--- config.mk ---
export PLATFORM = sky130hd
export DESIGN_NAME = writeram
export DESIGN_NICKNAME = d
export VERILOG_FILES = /design/src/rtl/writeram_pkg.sv /design/src/rtl/writeram_lanegen.sv /design/src/rtl/writeram.sv
export SDC_FILE = /design/constraint.sdc
export NUM_CORES = 1
export LEC_CHECK = 0
export BUFFER_PORTS_ARGS = -buffer_cell sky130_fd_sc_hd__buf_4
export CAP_MARGIN = 15
export CORE_ASPECT_RATIO = 0.6
export CORE_MARGIN = 3
export CORE_UTILIZATION = 50
export DETAILED_ROUTE_END_ITERATION = 8
export GPL_TIMING_DRIVEN = 1
export PLACE_DENSITY = 0.77
export SETUP_SLACK_MARGIN = 0.15
export SYNTH_ARGS = -nofsm -noshare
export SYNTH_HDL_FRONTEND = slang
export SYNTH_SLANG_ARGS = --single-unit
--- constraint.sdc ---
create_clock -name clk -period 7.7 [get_ports clk]
set_input_delay 1.54 -clock clk [delete_from_list [all_inputs] [get_ports clk]]
set_output_delay 1.54 -clock clk [all_outputs]
set_load 0.05 [all_outputs]
--- src/rtl/writeram_pkg.sv ---
// Shared memory-access encodings for the load and store paths.
// Store opmodes follow the RISC-V funct3 encoding.
package writeram_pkg;

    localparam logic [2:0] LOAD_LB  = 3'd0;
    localparam logic [2:0] LOAD_LH  = 3'd1;
    localparam logic [2:0] LOAD_LW  = 3'd2;
    localparam logic [2:0] LOAD_LBU = 3'd4;
    localparam logic [2:0] LOAD_LHU = 3'd5;

    localparam logic [2:0] STORE_SB = 3'd0;
    localparam logic [2:0] STORE_SH = 3'd1;
    localparam logic [2:0] STORE_SW = 3'd2;

endpackage

--- src/rtl/writeram_lanegen.sv ---
// Byte-lane generator for stores: enables and shifts for both word halves.
// Shared by the split and the trapping (STORE_MISALIGN_TRAP_EN) variants.
module writeram_lanegen
    import writeram_pkg::*;
(
    input  logic [2:0] opmode,
    input  logic [1:0] off,
    output logic       valid,
    output logic       split,
    output logic [3:0] be_lo,
    output logic [3:0] be_hi,
    output logic [4:0] sh_lo,
    output logic [5:0] sh_hi
);

    // Decode size and offset into lane enables; be_hi only used on a split.
    always_comb begin
        valid = 1'b0;
        split = 1'b0;
        be_lo = 4'b0000;
        be_hi = 4'b0000;
        sh_lo = {off, 3'b000};
        sh_hi = 6'd32 - {1'b0, off, 3'b000};
        case (opmode)
            STORE_SB: begin
                valid = 1'b1;
                be_lo = 4'b0001 << off;
            end
            STORE_SH: begin
                valid = 1'b1;
                split = (off == 2'd3);
                be_lo = 4'b0011 << off;
                be_hi = split ? 4'b0001 : 4'b0000;
            end
            STORE_SW: begin
                valid = 1'b1;
                split = (off != 2'd0);
                be_lo = 4'b1111 << off;
                be_hi = split ? ~be_lo : 4'b0000;
            end
            default: begin
                valid = 1'b0;
            end
        endcase
    end

endmodule

--- src/rtl/writeram.sv ---
// MEM-stage store port: turns an EX store into SRAM byte-lane writes.
// Word-crossing stores split over two clocks unless STORE_MISALIGN_TRAP_EN.
module writeram
    import writeram_pkg::*;
#(
    parameter int ADDR_W = 32
) (
    input  logic              clk,
    input  logic              cpurst_n,
    input  logic [2:0]        ex2writeram_opmode_ffout,
    input  logic [ADDR_W-1:0] ex2writeram_addr_ffout,
    input  logic [31:0]       ex2writeram_wdata_ffout,
    input  logic              ex2writeram_mem_en_ffout,
    input  logic              ex2mem_store_ffout,
    output logic [ADDR_W-1:0] writeram_addr,
    output logic [31:0]       writeram_wdata,
    output logic [3:0]        writeram_be,
    output logic              writeram_we,
    output logic              store_stall,
    output logic              store_misaligned_exception
);

    typedef enum logic {
        IDLE,
        SECOND
    } state_t;

    state_t            state;
    logic [ADDR_W-1:0] addr2;
    logic [31:0]       wdata2;
    logic [3:0]        be2;

    logic              req;
    logic              valid;
    logic              split;
    logic [3:0]        be_lo;
    logic [3:0]        be_hi;
    logic [4:0]        sh_lo;
    logic [5:0]        sh_hi;
    logic [ADDR_W-1:0] addr_al;
    logic [ADDR_W-1:0] addr_nx;
    logic [31:0]       data_lo;
    logic [31:0]       data_hi;

    assign req     = ex2writeram_mem_en_ffout & ex2mem_store_ffout;
    assign addr_al = {ex2writeram_addr_ffout[ADDR_W-1:2], 2'b00};
    assign addr_nx = addr_al + ADDR_W'(4);
    assign data_lo = ex2writeram_wdata_ffout << sh_lo;
    assign data_hi = ex2writeram_wdata_ffout >> sh_hi;

    writeram_lanegen u_lanegen (
        .opmode (ex2writeram_opmode_ffout),
        .off    (ex2writeram_addr_ffout[1:0]),
        .valid  (valid),
        .split  (split),
        .be_lo  (be_lo),
        .be_hi  (be_hi),
        .sh_lo  (sh_lo),
        .sh_hi  (sh_hi)
    );

    // Zero-latency write strobes; everything forced low while in reset.
    always_comb begin
        writeram_addr              = '0;
        writeram_wdata             = '0;
        writeram_be                = '0;
        writeram_we                = 1'b0;
        store_stall                = 1'b0;
        store_misaligned_exception = 1'b0;
        if (!cpurst_n) begin
            writeram_we = 1'b0;
        end else if (state == SECOND) begin
            writeram_we    = 1'b1;
            writeram_addr  = addr2;
            writeram_wdata = wdata2;
            writeram_be    = be2;
        end else if (req && valid) begin
`ifdef STORE_MISALIGN_TRAP_EN
            if (split) begin
                store_misaligned_exception = 1'b1;
            end else begin
                writeram_we    = 1'b1;
                writeram_addr  = addr_al;
                writeram_wdata = data_lo;
                writeram_be    = be_lo;
            end
`else
            writeram_we    = 1'b1;
            writeram_addr  = addr_al;
            writeram_wdata = data_lo;
            writeram_be    = be_lo;
            store_stall    = split;
`endif
        end
    end

    // Two-state split sequencer holding the upper-word half.
    always_ff @(posedge clk or negedge cpurst_n) begin
        if (!cpurst_n) begin
            state  <= IDLE;
            addr2  <= '0;
            wdata2 <= '0;
            be2    <= '0;
        end else begin
            case (state)
                IDLE: begin
`ifdef STORE_MISALIGN_TRAP_EN
                    state <= IDLE;
`else
                    if (req && valid && split) begin
                        addr2  <= addr_nx;
                        wdata2 <= data_hi;
                        be2    <= be_hi;
                        state  <= SECOND;
                    end
`endif
                end
                SECOND: begin
                    state <= IDLE;
                end
                default: begin
                    state <= IDLE;
                end
            endcase
        end
    end

endmodule

==> Yosys cells after proc, flatten, opt, wreduce, memory -nomap -nowiden <==
Cells that the tools add are included.
{ "op_classes": {"n_addsub": 2, "eq_ne": 3, "n_shift": 5, "n_mux": 23, "bitwise_logic": 3, "reduce_logical": 6} }
{ "op_table": {"columns": ["cell", "count"], "rows": [
  ["2-to-1 mux 32 bit", 6],
  ["adder 32 x 3 -> 32 bit, second input constant", 1],
  ["left shift 32 x 5 -> 32 bit", 1],
  [">> shifter 32 x 6 -> 32 bit", 1],
  ["2-to-1 mux 4 bit", 4],
  ["case mux 4 bit (3 select lines)", 1],
  ["2-to-1 mux 1 bit", 9],
  ["case mux 4 bit (2 select lines)", 1],
  ["subtractor 6 x 5 -> 6 bit, first input constant", 1],
  ["inverter 4 bit", 1],
  ["case mux 1 bit (2 select lines)", 2],
  ["left shift 1 x 2 -> 4 bit, first input constant", 1],
  ["left shift 2 x 2 -> 4 bit, first input constant", 1],
  ["left shift 4 x 2 -> 4 bit, first input constant", 1],
  ["== test 3 x 1 -> 1 bit, second input constant", 1],
  ["== test 3 x 2 -> 1 bit, second input constant", 1],
  ["zero test 3 bit", 1],
  ["OR reduction 3 bit", 1],
  ["== test 2 bit, second input constant", 1],
  ["logical AND 1 bit", 2],
  ["AND reduction 2 bit", 1],
  ["nonzero test 2 bit", 1],
  ["bitwise AND 1 bit", 1],
  ["inverter 1 bit", 1]
]} }
{ "totals": {"register_bits": 69, "inputBits": 71, "out_inout_bits": 71, "elab_cells": 46} }

==> Logic depth before layout (Yosys ltp) <==
Gate-level depths: netlist of the first run.
{ "depth": {"word_depth": 7, "mapped_depth": 11, "mapped_depth_nobuf": 7} }

==> Hierarchy <==
From an unflattened synthesis of the first run, not the netlist that was laid out.
{ "hier_totals": {"cells_unflattened": 823, "hier_area_um2": 7344.5} }
{ "by_module_without_submodules": {"columns": ["module", "n_inst", "cells_per_inst", "area_per_inst_um2", "seq_area_each_um2"], "rows": [
  ["writeram", 1, 788, 7090.6, 1676.6],
  ["writeram_lanegen", 1, 35, 254.0, 0.0]
]} }

==> Least setup slack after synthesis of the first run <==
OpenSTA, ideal clock, no wires.
{ "synth_timing": {"kind": "input -> output", "start": "input ex2writeram_addr_ffout[0]", "end": "output store_stall", "arrival_ns": 4.028, "t_required_ns": 6.160, "path_slack_ns": 2.132, "path_stages": 6, "n_path_buf": 2, "cell_sequence": "clkbuf_1 -> clkinv_1 -> ha_1 -> buf_2 -> or4b_4 -> a211oi_1"} }
{ "synth_between": {"elab_chain_cells": 5, "elab_cells_between_ends": 6, "cone_classes": "eq/ne: 1; mux: 4; reduce/logical: 1"} }
{ "synth_rtl": {"columns": ["element", "line", "source"], "rows": [
  ["start, declared", "writeram.sv:11", "input logic [ADDR_W-1:0] ex2writeram_addr_ffout,"],
  ["== test 2 bit or nonzero test 2 bit (tied branches)", "writeram_lanegen.sv:31, writeram_lanegen.sv:37", null],
  ["case mux 1 bit (2 select lines) (*)", "writeram_lanegen.sv:24", "case (opmode)"],
  ["2-to-1 mux 1 bit (*)", "writeram.sv:77", "end else if (req && valid) begin"],
  ["2-to-1 mux 1 bit (*)", "writeram.sv:72", "end else if (state == SECOND) begin"],
  ["2-to-1 mux 1 bit (*)", "writeram.sv:70", "if (!cpurst_n) begin"],
  ["end, declared", "writeram.sv:19", "output logic store_stall,"]
]} }
Mark *: on every way between the ends. The rest lies on a longest branch, timed or not.

==> Worst setup path in the final report of the first run <==
Ends and elaborated chain as after synthesis.

==> results of run 1 <==
-- cell families after synthesis --
| family | after synthesis |
|---|---|
| and+or+nand+nor | 222 |
| AOI/OAI and AO/OA | 191 |
| DFF | 66 |
| buffers and inverters | 60 |
| muxes | 22 |
| xor gates and xnor gates | 12 |
| adders and majority gates | 4 |
| other | 1 |
-- layout by cell type, fill, tap and decap left out, drive strengths merged, types with 7 or more instances in the layout --
master | synthesis | routed
clkbuf | 34 | 13
nand3 | 21 | 21
nand2 | 99 | 99
dfrtp | 66 | 66
o31ai | 28 | 28
buf | 16 | 144
a21o | 8 | 8
inv | 9 | 9
mux2i | 22 | 22
a21oi | 26 | 26
nand2b | 7 | 7
nand4 | 10 | 10
a31oi | 21 | 21
or4 | 15 | 15
a32o | 8 | 8
nor2b | 12 | 12
nor2 | 35 | 35
o21ai | 34 | 34
a22o | 46 | 46
a211oi | 7 | 7
-- final timing paths --
check                                               start          end
worst max-delay path            ex2writeram_addr_ffout[0]  store_stall
worst min-delay path                               be2[0]       be2[0]
min in group asynchronous                        cpurst_n    addr2[29]
worst min register to register                     be2[0]       be2[0]
worst max register to register                      state    wdata2[7]
max in group asynchronous                        cpurst_n       be2[2]
-- per-layer routing --
metal,vias to the layer above,track usage,share of wire
met4,0,0.0849,0.012
met2,319,0.431,0.42
met5,-,0,0
met3,23,0.0854,0.11
met1,2448,0.430,0.46
li1,2367,-,-
-- registers in the layout, summed over array words and instances (netlist names) --
| register | cells |
|---|---|
| state | 1 |
| wdata2 | 32 |
| addr2 | 30 |
| be2 | 3 |
-- power groups by stage --
stage               clock [mW]  sequential, mW  combinational, mW
floorplan                    0           0.433              0.137
global placement             0           0.442              0.210
detailed placement           0           0.443              0.219
CTS                      0.427           0.439              0.219
global route             0.444           0.446              0.245
finish                   0.425           0.440              0.222
-- worst register-to-register path, cell delays in order (launching register included) --
cell and delay [ns]:
dfrtp_1 0.52, nand3b_1 0.33, a211o_2 0.33, buf_4 0.37, a2111oi_0 0.62, a21o_1 0.13
-- through the flow --
stage	area [sq um]	power, mW	cells
global placement	5740	0.652	800
detailed placement	5740	0.662	800
floorplan	4720	0.570	580
global route	6050	1.14	815
CTS	6050	1.08	815
finish	6050	1.09	815
-- layout make-up --
cell class	instances	share of cell area
flip-flops and latches	66	0.273
repair buffers	144	0.179
inverters	10	0.00620
clock inverters	2	0.00579
multi-input cells	454	0.466
clock buffers	13	0.0447
well taps	126	0.0261
==> metrics.txt, run 1 <==
Cell Area, Synth 0.00471 sq mm; Max Fclk 0.177 GHz; CTS tree built; fin crit period 5.64 ns; Final Hold Viols 0; global-route wire length before repair 25.1 mm; Slew HR 0.239; worst hold path type reg2reg; total gr overflow 0; post-CTS setup buffer count 0; Final Setup Violations 0; clk root buf clkbuf_16; Seq pwr share 0.404; clock network fraction of total power 0.392; GRT Util Overall 0.296; Seq cells post-synth 66; share of total power in combinational logic 0.204; fin. max-slew vios 0; Ports 142; fin crit share 0.732; CP Data Arrival Time 4.10 ns; actual slew at the worst max-slew pin 1.14 ns; Num CTS Buffers 9; 1st-iter DRT viols 688; post-synthesis sequential area ratio 0.351; Worst path max stage delay 0.60 ns; first-pass detailed-route iteration total 5; die width 131 um; Port Buffers 138; Synth Area in XOR/XNOR 0.0223; CTS-repair resized insts 0; crit path capture type output port; Worst R2R Path Depth 5; EDFF count, synth 0; Antenna Cells 0; area of the multi-input gates 0.00282 sq mm; hold depth 1; number of antenna violations at the first check in global routing 0; critical path cell sequence buf_4 -> clkinv_1 -> ha_1 -> or4b_4 -> a211oi_1 -> buf_4; Max Cap Viol 0; internal power 0.768 mW; Routed WL per cell 19.2 um; Max clock buf depth 2; reg2reg setup slack 5.34 ns; RSZ-0062 raised after global routing no; main combinational cell family by area after synthesis compound AO/OA/AOI/OAI gates; fraction of final layout cells with drive strength greater than 1 0.239; Critical path buffers and inverters 3; depth of the CTS H-tree 3; worst vdd ir 0.000109 V; total wire length 15.6 mm; clk_skew 0.00335 ns; Synth Area in Adders 0.0106; post-synthesis instance total 578; Reg clk slew, reported paths 0.05 ns; Finished Core Util 0.686; list of most frequent post-synthesis cells 99 x nand2_1, 66 x dfrtp_1, 46 x a22o_1, 35 x nor2_1; Sw Ratio 0.293; # DRC 0; number of cells on the critical path 6; Synth top area share 0.351; Sw Pwr 0.319 mW; Die ar. 0.0107 sq mm; gp weighted congestion 0.921; DR vias/cell 6.33; PwrDens 180 mW/mm^2; Routed Antenna Nets 0; final setup TNS 0 ns; post-synthesis mux area share 0.0468; post-synthesis compound-gate area fraction 0.285; via count 5157; worst hold margin 0.468 ns; Synth area leaders dfrtp_1 35%, a22o_1 8.6%, nand2_1 7.9%, mux2i_1 4.7%, o31ai_1 4.5%; Leak 2.84 nW; core region area 0.00882 sq mm; largest net degree at the start of global routing 92; # fillers 723; Reg area 0.00165 sq mm; syn_area_per_cell 8.15 sq um; Top Family by Delay on Critical Path buffers and inverters; outcome finished, final reports clean; slowest CP cell buf_4; crit path kind in2out; count leader, synth nand2_1; Setup crit start kind primary input; worst slack, placed 2.15 ns; detailed placement HPWL 10.9 mm; Clk Latency, worst-skew pair 0.34 ns; synth warn 0; Die H 81.2 um; Most used DFF post-synth dfrtp_1; required time of the worst setup path 6.16 ns; row count 26; clock sink count 66; number of library cell types mapped by synthesis 46; Setup WS post-layout 2.06 ns; Synth-to-Final Area Change 28.5%; crit-path most repeated cell buf_4; cell taking the most area after synthesis dfrtp_1; critical path fanouts, max 72; CTS Hold Bufs 0; Net count, final 760; initial core utilization 0.534; Async S/R FF share, synth 1.00; vias in the first global route 4792; Synth Area in Simple Gates 0.229
Note: power is estimated with default switching activity, not from simulation.
==> inputs of run 2 (changes only) <==
--- a/config.mk
+++ b/config.mk
@@ -5,6 +5,7 @@
 export SDC_FILE = /design/constraint.sdc
 export NUM_CORES = 1
 export LEC_CHECK = 0
+export ABC_AREA = 1
 export BUFFER_PORTS_ARGS = -buffer_cell sky130_fd_sc_hd__buf_4
 export CAP_MARGIN = 15
 export CORE_ASPECT_RATIO = 0.6
@@ -12,7 +13,7 @@
 export CORE_UTILIZATION = 50
 export DETAILED_ROUTE_END_ITERATION = 8
 export GPL_TIMING_DRIVEN = 1
-export PLACE_DENSITY = 0.77
+export PLACE_DENSITY = 0.76
 export SETUP_SLACK_MARGIN = 0.15
 export SYNTH_ARGS = -nofsm -noshare
 export SYNTH_HDL_FRONTEND = slang
==> constraint.sdc (replaced) <==
create_clock -name clk -period 5.4 [get_ports clk]
set_input_delay 1.08 -clock clk [delete_from_list [all_inputs] [get_ports clk]]
set_output_delay 1.08 -clock clk [all_outputs]
set_load 0.05 [all_outputs]
==> run 2 against run 1 <==
  * Clock power increased by 39%
  * Area after synthesis increased by 10%
  * Sequential share of layout area shrank 1.9 points
  * Clock skew up 0.0028 ns
  * Design area is 7.4% higher
  * Synthesized cell count increased by 50%
  * Power up 40%
  * Worst hold slack worse by 0.0059 ns
  * Setup slack got worse by 0.75 ns
  * Global-route usage up 0.17 points
  * Via count increased by 15%
  * Largest power group unchanged
==> metrics.txt, run 2 <==
Setup WS post-layout 1.31 ns (was 2.06 ns); die width 137 um (was 131 um); post-synthesis sequential area ratio 0.319 (was 0.351); Synth-to-Final Area Change 25.5% (was 28.5%); cell taking the most area after synthesis dfrtp_1 (unchanged); RSZ-0062 raised after global routing no (unchanged); Routed Antenna Nets 0 (unchanged); syn_area_per_cell 5.99 sq um (was 8.15 sq um); crit path capture type output port (unchanged); number of antenna violations at the first check in global routing 0 (unchanged); Ports 142 (unchanged); max reg flops 32 (unchanged); Cell Area, Synth 0.00518 sq mm (was 0.00471 sq mm); Most used DFF post-synth dfrtp_1 (unchanged); Die H 84.8 um (was 81.2 um); crit path kind in2out (unchanged); gp weighted congestion 0.945 (was 0.921); first-pass detailed-route iteration total 5 (unchanged); vias in the first global route 5213 (was 4792); fraction of final layout cells with drive strength greater than 1 0.173 (was 0.239); Port Buffers 138 (unchanged); largest net degree at the start of global routing 77 (was 92); Net count, final 1053 (was 760); critical path fanouts, max 46 (was 72); clock sink count 66 (unchanged); Synth area leaders dfrtp_1 32%, nand2_1 28%, o21ai_0 6.6%, nor2_1 6.2%, inv_1 5.0% (was dfrtp_1 35%, a22o_1 8.6%, nand2_1 7.9%, mux2i_1 4.7%, o31ai_1 4.5%); actual slew at the worst max-slew pin 0.819 ns (was 1.14 ns); synth warn 0 (unchanged); fin crit period 4.09 ns; DR vias/cell 5.32 (was 6.33); Clk Latency, worst-skew pair 0.34 ns (about the same); outcome finished, final reports clean (unchanged); global-route wire length before repair 27.3 mm (was 25.1 mm); Leak 3.48 nW (was 2.84 nW); worst vdd ir 0.000179 V (was 0.000109 V); clk root buf clkbuf_16 (unchanged); via count 5943 (was 5157); Max clock buf depth 2 (unchanged); commonest non-fill, non-tap cell in the layout nand2_1 (was buf_4); EDFF count, synth 0 (unchanged); Slew HR 0.454 (was 0.239); detailed placement HPWL 12.5 mm (was 10.9 mm); Final Setup Violations 0 (unchanged); count leader, synth nand2_1 (unchanged); CTS tree built (unchanged); CTS-repair resized insts 0 (unchanged); Seq cells post-synth 66 (unchanged); Final Hold Viols 0 (unchanged); Reg clk slew, reported paths 0.06 ns (was 0.05 ns); reg2reg setup slack 3.35 ns (was 5.34 ns); Final Non-Filler Cells 1118 (was 815); total wire length 17.1 mm (was 15.6 mm); largest reg by FF count wdata2 (unchanged); total gr overflow 0 (unchanged); GRT Util Overall 0.298 (was 0.296); most frequent cells in the layout 386 x nand2_1, 143 x buf_4, 85 x nor2_1, 69 x inv_1, 68 x o21ai_0 (was 144 x buf_4, 99 x nand2_1, 66 x dfrtp_1, 46 x a22o_1); # DRC 0 (unchanged); post-CTS setup buffer count 0 (unchanged); worst hold path type reg2reg (unchanged); CP Data Arrival Time 3.01 ns (was 4.10 ns); fin crit share 0.757; required time of the worst setup path 4.32 ns (was 6.16 ns); PwrDens 235 mW/mm^2 (was 180 mW/mm^2); 1st-iter DRT viols 543 (was 688); Num CTS Buffers 9 (unchanged); core region area 0.00998 sq mm (was 0.00882 sq mm); Synth top area share 0.319 (was 0.351); placed cell count 1102 (was 800); initial core utilization 0.519 (was 0.534); Max Fclk 0.245 GHz; Antenna Cells 0 (unchanged); post-synthesis instance total 865 (was 578); fin. max-slew vios 0 (unchanged); clk_skew 0.00611 ns (was 0.00335 ns); Setup crit start kind primary input (unchanged); row count 28 (was 26); Routed WL per cell 15.3 um (was 19.2 um); total power 1.52 mW (was 1.09 mW); Max Cap Viol 0 (unchanged); Die ar. 0.0117 sq mm (was 0.0107 sq mm); final setup TNS 0 ns (unchanged); Async S/R FF share, synth 1.00 (unchanged); number of library cell types mapped by synthesis 31 (was 46); list of most frequent post-synthesis cells 386 x nand2_1, 85 x nor2_1, 69 x inv_1, 68 x o21ai_0, 66 x dfrtp_1 (was 99 x nand2_1, 66 x dfrtp_1, 46 x a22o_1, 35 x nor2_1); worst slack, placed 1.36 ns (was 2.15 ns); depth of the CTS H-tree 3 (unchanged); worst hold margin 0.462 ns (was 0.468 ns); biggest regs wdata2 x32, addr2 x30, be2 x3 (unchanged); CTS Hold Bufs 0 (unchanged)
run 2: cell count changes in the layout (fill, tap and decap cells not counted), sizes merged, moves of 12 or more:
cell	before	now
nand2	99	389
inv	9	73
o21ai	34	91
nor2	35	89
a22o	46	0
nand3	21	43
o31ai	28	6
a31oi	21	0
mux2i	22	2
or4	15	0
nor2b	12	0
run 2: metal layers:
metal	global-route usage	up-vias	wire length, um
met5	0	-	0
met4	0.0534	0	137
met3	0.0972	16	1930
met2	0.382	292	6700
met1	0.483	2691	8360
li1	-	2944	-
run 2: layout make-up:
cell class / instances / area (sq um)
Clock buffer: 10 / 229
Tap cell: 135 / 169
Timing Repair Buffer: 143 / 1070
Fill cell: 932 / 3490
Multi-Input combinational cell: 684 / 3030
Clock inverter: 6 / 67.6
Inverter: 74 / 278
Sequential cell: 66 / 1650
run 2: stage by stage:
step                      instance area, sq um  utilization
after floorplan                           5190            -
after CTS                                 6500        0.651
after global routing                      6500        0.651
after global placement                    6200        0.621
after detailed placement                  6200        0.621
final                                     6500        0.651
run 2: critical path, stage by stage:
cell and delay, ns:
buf_4 0.38, inv_2 0.41, ha_1 0.34, inv_1 0.16
nand2_1 0.10, nand2_1 0.11, nand2_2 0.08, nor2_1 0.10
buf_4 0.21
run 2: kinds of logic (layout without fill, tap and decap cells):
| family | count (synthesis) | after routing | synth area share |
|---|---|---|---|
| other cells | 1 | 3 | 0.000724 |
| flops | 66 | 66 | 0.319 |
| simple gates | 525 | 525 | 0.403 |
| fa+ha+maj | 4 | 4 | 0.00966 |
| buf+inv | 117 | 233 | 0.0976 |
| xor+xnor | 14 | 14 | 0.0237 |
| mux | 2 | 2 | 0.00386 |
| compound gates | 136 | 136 | 0.143 |
run 2: worst paths after layout:
path | cells past startpoint | endpoint | startpoint
worst max-delay path | 9 | store_stall | ex2writeram_addr_ffout[0]
worst min-delay path | 2 | be2[0] | be2[0]
worst max register to register | 6 | addr2[23] | state
worst min register to register | 2 | be2[0] | be2[0]
max in group asynchronous | 2 | wdata2[7] | cpurst_n
min in group asynchronous | 1 | addr2[8] | cpurst_n
run 2: power breakdown:
part | internal (mW) | total [mW] | switching, mW
registers | 0.570 | 0.609 | 0.0381
logic | 0.115 | 0.325 | 0.209
clock network | 0.358 | 0.592 | 0.233
